### src/rtl/latch_bank.sv
// latch_bank: CHANNELS independent WIDTH-bit storage words, each selectable between level-enabled
// and enable-edge capture, with complement outputs, change pulse and saturating load counter. Rev 1.0
`default_nettype none

module latch_bank #(
    parameter int               WIDTH       = 8,
    parameter int               CHANNELS    = 4,
    parameter logic [WIDTH-1:0] RESET_VALUE = '0,
    parameter int               CNT_W       = 8
) (
    input  logic                      clk,
    input  logic                      rst_n,
    input  logic [CHANNELS*WIDTH-1:0] d,
    input  logic [CHANNELS-1:0]       en,
    input  logic [CHANNELS-1:0]       mode,
    input  logic [CHANNELS-1:0]       clr,
    input  logic                      cnt_clr,
    output logic [CHANNELS*WIDTH-1:0] q,
    output logic [CHANNELS*WIDTH-1:0] q_n,
    output logic [CHANNELS-1:0]       upd,
    output logic [CHANNELS*CNT_W-1:0] load_cnt
);

    localparam logic [CNT_W-1:0] CNT_MAX = {CNT_W{1'b1}};

    for (genvar i = 0; i < CHANNELS; i++) begin : g_ch
        logic [WIDTH-1:0] q_reg;
        logic [WIDTH-1:0] q_next;
        logic [CNT_W-1:0] cnt;
        logic             en_prev;
        logic             upd_reg;
        logic             load;

        // en_prev tracks en in both modes so a mode switch never fabricates a rising edge
        assign load = mode[i] ? (en[i] & ~en_prev) : en[i];

        always_comb begin
            q_next = q_reg;
            if (clr[i]) begin
                q_next = RESET_VALUE;
            end else if (load) begin
                q_next = d[i*WIDTH +: WIDTH];
            end
        end

        always_ff @(posedge clk or negedge rst_n) begin
            if (!rst_n) begin
                q_reg   <= RESET_VALUE;
                en_prev <= 1'b0;
                upd_reg <= 1'b0;
                cnt     <= '0;
            end else begin
                q_reg   <= q_next;
                en_prev <= en[i];
                upd_reg <= (q_next != q_reg);
                // clr overrides load, so a cleared cycle is not counted
                if (cnt_clr) begin
                    cnt <= '0;
                end else if (load && !clr[i] && (cnt != CNT_MAX)) begin
                    cnt <= cnt + 1'b1;
                end
            end
        end

        assign q[i*WIDTH +: WIDTH]        = q_reg;
        assign q_n[i*WIDTH +: WIDTH]      = ~q_reg;
        assign upd[i]                     = upd_reg;
        assign load_cnt[i*CNT_W +: CNT_W] = cnt;
    end

endmodule

`default_nettype wire

### config.mk
export PLATFORM = sky130hd
export DESIGN_NAME = latch_bank
export DESIGN_NICKNAME = d
export VERILOG_FILES = /design/src/rtl/latch_bank.sv
export SDC_FILE = /design/constraint.sdc
export NUM_CORES = 1
export LEC_CHECK = 0
export CAP_MARGIN = 30
export CORE_ASPECT_RATIO = 0.6
export CORE_UTILIZATION = 44
export DETAILED_ROUTE_END_ITERATION = 10
export PLACE_DENSITY = 0.88
export RECOVER_POWER = 100
export SYNTH_ARGS = -nofsm -noshare
export SYNTH_HDL_FRONTEND = slang
export SYNTH_SLANG_ARGS = --single-unit
### constraint.sdc
create_clock -name clk -period 2 [get_ports clk]
set_input_delay 0.4 -clock clk [delete_from_list [all_inputs] [get_ports clk]]
set_output_delay 0.4 -clock clk [all_outputs]
set_load 0.02 [all_outputs]
Word-level counts from Yosys, hierarchy flattened
Index checks and enable logic that the tools add are counted.

storage, ports and cells
  flip-flop bits (word level) = 72
  latch bits = 0
  memory bits (writable) = 0
  ROM bits = 0
  logic and storage cells = 76
  memories = 0

operators by class
  add/sub/neg operators = 4
  multiply operators = 0
  divide/modulo/power cells = 0
  magnitude comparators = 0
  equal/unequal tests = 8
  shifts and indexed selects = 0
  muxes and demuxes = 20
  bitwise operators = 12
  reduce and logical (&&, ||, !) cells = 16

operator list
  kind                 count
  $mux 8               16
  $add 8x1->8 const B  4
  $ne 8x8->1           4
  $ne 8x8->1 const B   4
  $not 8->8            4
  $logic_and 1x1->1    8
  $reduce_bool 2->1    4
  $and 1x1->1          4
  $logic_not 1->1      4
  $mux 1               4
  $not 1->1            4

Longest topological paths before layout
  depth in word-level cells = 7
  depth in mapped cells = 6
  depth with buffers taken out = 6

Worst setup path after synthesis
No wires, ideal clock.

  path kind = flip-flop to flip-flop
  start point = register g_ch[1].cnt[0]
  end point = register g_ch[1].cnt[7]
  setup time = 0.078 ns
  data arrival time = 1.835 ns
  required time = 1.922 ns
  path slack = 0.087 ns
  stages on the path, launching flop included = 7
  cells stage by stage = dfrtp_1 -> ha_1 -> and3_4 -> a211oi_4 -> nand3_2 -> or3_1 -> a21oi_1

on the way
  longest elaborated chain between the ends = 3
  elaborated cells on any way between the ends = 6
  classes of those cells = add/sub (1); eq/ne (1); mux (2); reduce/logical (2)

ends and longest elaborated chain
  element                                             line    source
  start: declaration                                  29      logic [CNT_W-1:0] cnt;
  start signal: assignment                            60      cnt <= cnt + 1'b1;
  $add 8x1->8 / $ne 8x8->1 (equally long branches)    60, 59
  $mux 8 / $logic_and 1x1->1 (equally long branches)  59      end else if (load && !clr[i] && (cnt != CNT_MAX)) begin
  $mux 8 / $reduce_bool 2->1 (equally long branches)  n/a

Several ways; a longest one is shown, not always the timed one. The select of a mux whose other input is x is not followed.
A chain may end at the register's enable or synchronous reset.

Worst setup path after layout
  start point = register g_ch[2].q_reg[0]
  end point = output q_n[16]

on the way
  longest elaborated chain between the ends = 1

ends and longest elaborated chain
  element                   line  source
  start: declaration        27    logic [WIDTH-1:0] q_reg;
  start signal: assignment  53    q_reg <= q_next;
  $not 8->8                 66    assign q_n[i*WIDTH +: WIDTH] = ~q_reg;
  end: declaration          19    output logic [CHANNELS*WIDTH-1:0] q_n,

No other way between the ends.

==> impl_metrics.ini <==
[status]
status = finished with violations
violations = capacitance limit, slew limit

[timing]
timing.fmax_mhz = 520
slew_violations = 73
period_needed_ns = 1.92
worst_pin_slew_ns = 1.56
timing.final.crit_share_pct = 96.2
relSlewSlack_pct = -3.80
finalSetupViolCount = 0
final-hold-violation-count = 0
rsz0062_at_grt = false
skew_ns = 0.00738

[clocking]
clk_pin_slew_ns = 0.06
cts.sinks = 72
insertion_delay_ns = 0.32
post_cts_buffers = 0
cts_resized = 0
htree_levels = 3
cts_hold_buf = 0
clk_path_buf_depth = 2
cts_root_buffer = clkbuf_16
cts_tree = yes
cts_buffers = 9

[logic_synthesis]
syn_nets = 455
yosys_warnings = 0
synth_flop_cell = dfrtp_1
synth_edf_count = 0
synth.avg_cell_area_sq_um = 9.14
syn-cell-area_sq_um = 3690
ys_seq_area_share_pct = 48.8
synthArstFlopShare_pct = 100
ys_types = 32
synthCells = 404
synth-seq-cells = 72

[floorplan]
core_area_sq_um = 8010
start_util_pct = 46.1
rows = 25
ioPinCount = 147
dieArea_sq_um = 8770
die_h_microns = 73.0
die_x_microns = 120

[worst_setup_path]
worstPathCellList = inv_1 -> dlygate4sd3_1
path_class = flop to primary output
required_ns = 1.60
path_max_fanout = 4
reg2regPathDepth = 6
endpoint_kind = primary output
crit_arrival_ns = 1.52
cp_top_family = buffers and inverters
path_buf_inv = 2
critPathMaxStageDelay_ns = 0.68
path_depth = 2
cp_slowest_cell = dlygate4sd3_1
cp-start-kind = flop

[pwr]
cellLeakagePower_uw = 0.00255
worst_ir_drop_vdd_mv = 0.487
p_per_area_nw_per_um2 = 679

[layout]
drive_gt1_share_pct = 7.65
stdcell_count = 683
area_growth_pct = 53.2
antenna_cells = 0
utilization_pct = 70.6
nNetsFinal = 621

[grt]
grt_max_degree = 73
grt_pass1_wl_mm = 16.7
grt_usage_pct = 23.9
grt_pass1_vias = 3476
globalRoute.totalOverflow = 0
antenna_found_initial = 0

[place]
dp.cells = 667
dp_hpwl_mm = 7.87
place_congestion = 0.949
io_buffers = 146

[detailed_routing]
drt-initial-drc-count = 326
wl_mm = 10.4
via_per_inst = 5.48
postRouteAntennaNets = 0
firstDrtPassIters = 5
num_vias = 3741
post_drt_wl_per_cell_microns = 15.3
route.detailed.drc = 0

[min_path]
hold_class = flop to flop
holdPathStages = 2

[job]
maxCapViolCount = 1
cell type report:
class                           count  area [sq um]
Fill cell                         614          2350
Sequential cell                    72          1800
Multi-Input combinational cell    281          1670
Timing Repair Buffer              170          1620
Clock buffer                        9           225
Inverter                           36           135
Tap cell                          108           135
Clock inverter                      7          72.6
cell usage in the layout, fill, tap and decap left out, drive strengths merged:
cell           synthesis  final
dlygate4sd3            0     91
nand2                 73     73
dfrtp                 72     72
clkdlybuf4s50          0     54
a21oi                 36     36
inv                   36     36
nor2                  31     31
a22oi                 19     19
xor2                  18     18
buf                    4     18
clkbuf                11     16
nand4                 14     14
o21ai                 14     14
o22ai                 10     10
and3                   8      8
nand3                  7      7
nor4                   6      6
xnor2                  6      6
a21bo                  4      4
mux2i                  4      4
or3                    4      4
ha                     4      4
a21boi                 4      4
clkinv                 0      4
a31oi                  3      3
a41oi                  3      3
o221ai                 3      3
and4                   3      3
a211oi                 3      3
nor4b                  2      2
clkinvlp               0      2
nand4b                 1      1
a311oi                 1      1
bufinv                 0      1
per-stage QoR:
stage / total power [uW] / hold WS [ns] / worst slack, ns / TNS (ns) / cell area [sq um]
global placement: 2320 / 0.456 / 0.0230 / 0 / 5410
finish: 3840 / 0.542 / 0.0756 / 0 / 5660
floorplan: 1930 / 0.104 / 0.0869 / 0 / 3690
global route: 4010 / 0.566 / 0.0254 / 0 / 5660
detailed placement: 2340 / 0.471 / -0.0434 / -0.235 / 5410
CTS: 3920 / 0.133 / 0.0960 / 0 / 5700
synthesized netlist by cell type, types with 2 or more instances:
cell type | number | area share (%)
o221ai_1 | 3 | 0.71
a21oi_1 | 36 | 4.9
and3_1 | 7 | 1.2
mux2i_1 | 4 | 1.1
o21ai_0 | 14 | 1.9
o22ai_1 | 10 | 1.7
ha_1 | 4 | 1.4
xor2_1 | 18 | 4.3
nand3_1 | 6 | 0.81
or3_1 | 4 | 0.68
dfrtp_1 | 72 | 49
and4_4 | 3 | 0.91
nor4_1 | 6 | 1.0
nand2_1 | 71 | 7.2
a21bo_2 | 4 | 1.1
clkbuf_1 | 11 | 1.1
nor4b_1 | 2 | 0.47
inv_1 | 36 | 3.7
nand4_1 | 14 | 2.4
a21boi_1 | 4 | 0.81
nand2_2 | 2 | 0.34
xnor2_1 | 6 | 1.4
a31oi_1 | 3 | 0.51
nor2_1 | 31 | 3.2
a41oi_1 | 3 | 0.71
buf_4 | 4 | 0.81
a211oi_4 | 3 | 1.6
a22oi_1 | 19 | 3.9
path summary, 6_finish.rpt:
kind / startpoint / end / slack, ns
worst min register to register: g_ch[3].q_reg[2] / g_ch[3].q_reg[2] / 0.54
worst min-delay path: g_ch[3].q_reg[2] / g_ch[3].q_reg[2] / 0.54
worst max register to register: g_ch[1].cnt[0] / g_ch[1].cnt[5] / 0.12
max in group asynchronous: rst_n / g_ch[2].q_reg[0] / 0.48
min in group asynchronous: rst_n / g_ch[3].upd_reg / 0.58
worst max-delay path: g_ch[2].q_reg[0] / q_n[16] / 0.08
worst reg2reg max path, cell delays in order, from the launching register on:
cell and delay, ns:
dfrtp_1 0.44, ha_1 0.27, and3_1 0.19, a211oi_4 0.25, nand3_1 0.16, or3_1 0.34, a21oi_1 0.14
report_power, final:
group	switching, uW	total (uW)	internal (uW)
registers	51.6	1570	1520
logic	388	703	315
clock network	602	1570	964
total	1040	3840	2800
kinds of logic after synthesis:
kind of cell	Yosys count	share of synthesized area [%]
adder cells (fa/ha/maj)	4	1.36
AND/OR/NAND/NOR	149	19.0
XOR/XNOR	24	5.69
flip-flops	72	48.8
AO/OA/AOI/OAI	100	18.5
multiplexers	4	1.08
buffers and inverters	51	5.59
routing by layer:
metal / up-vias / share of wire, % / global-route usage [%]
met1: 1786 / 44 / 33.7
met5: - / 0 / 0
met3: 6 / 9.1 / 5.31
li1: 1735 / - / -
met2: 214 / 46 / 38.0
met4: 0 / 0.44 / 5.76
No activity file was read; power rests on OpenSTA's default activity.
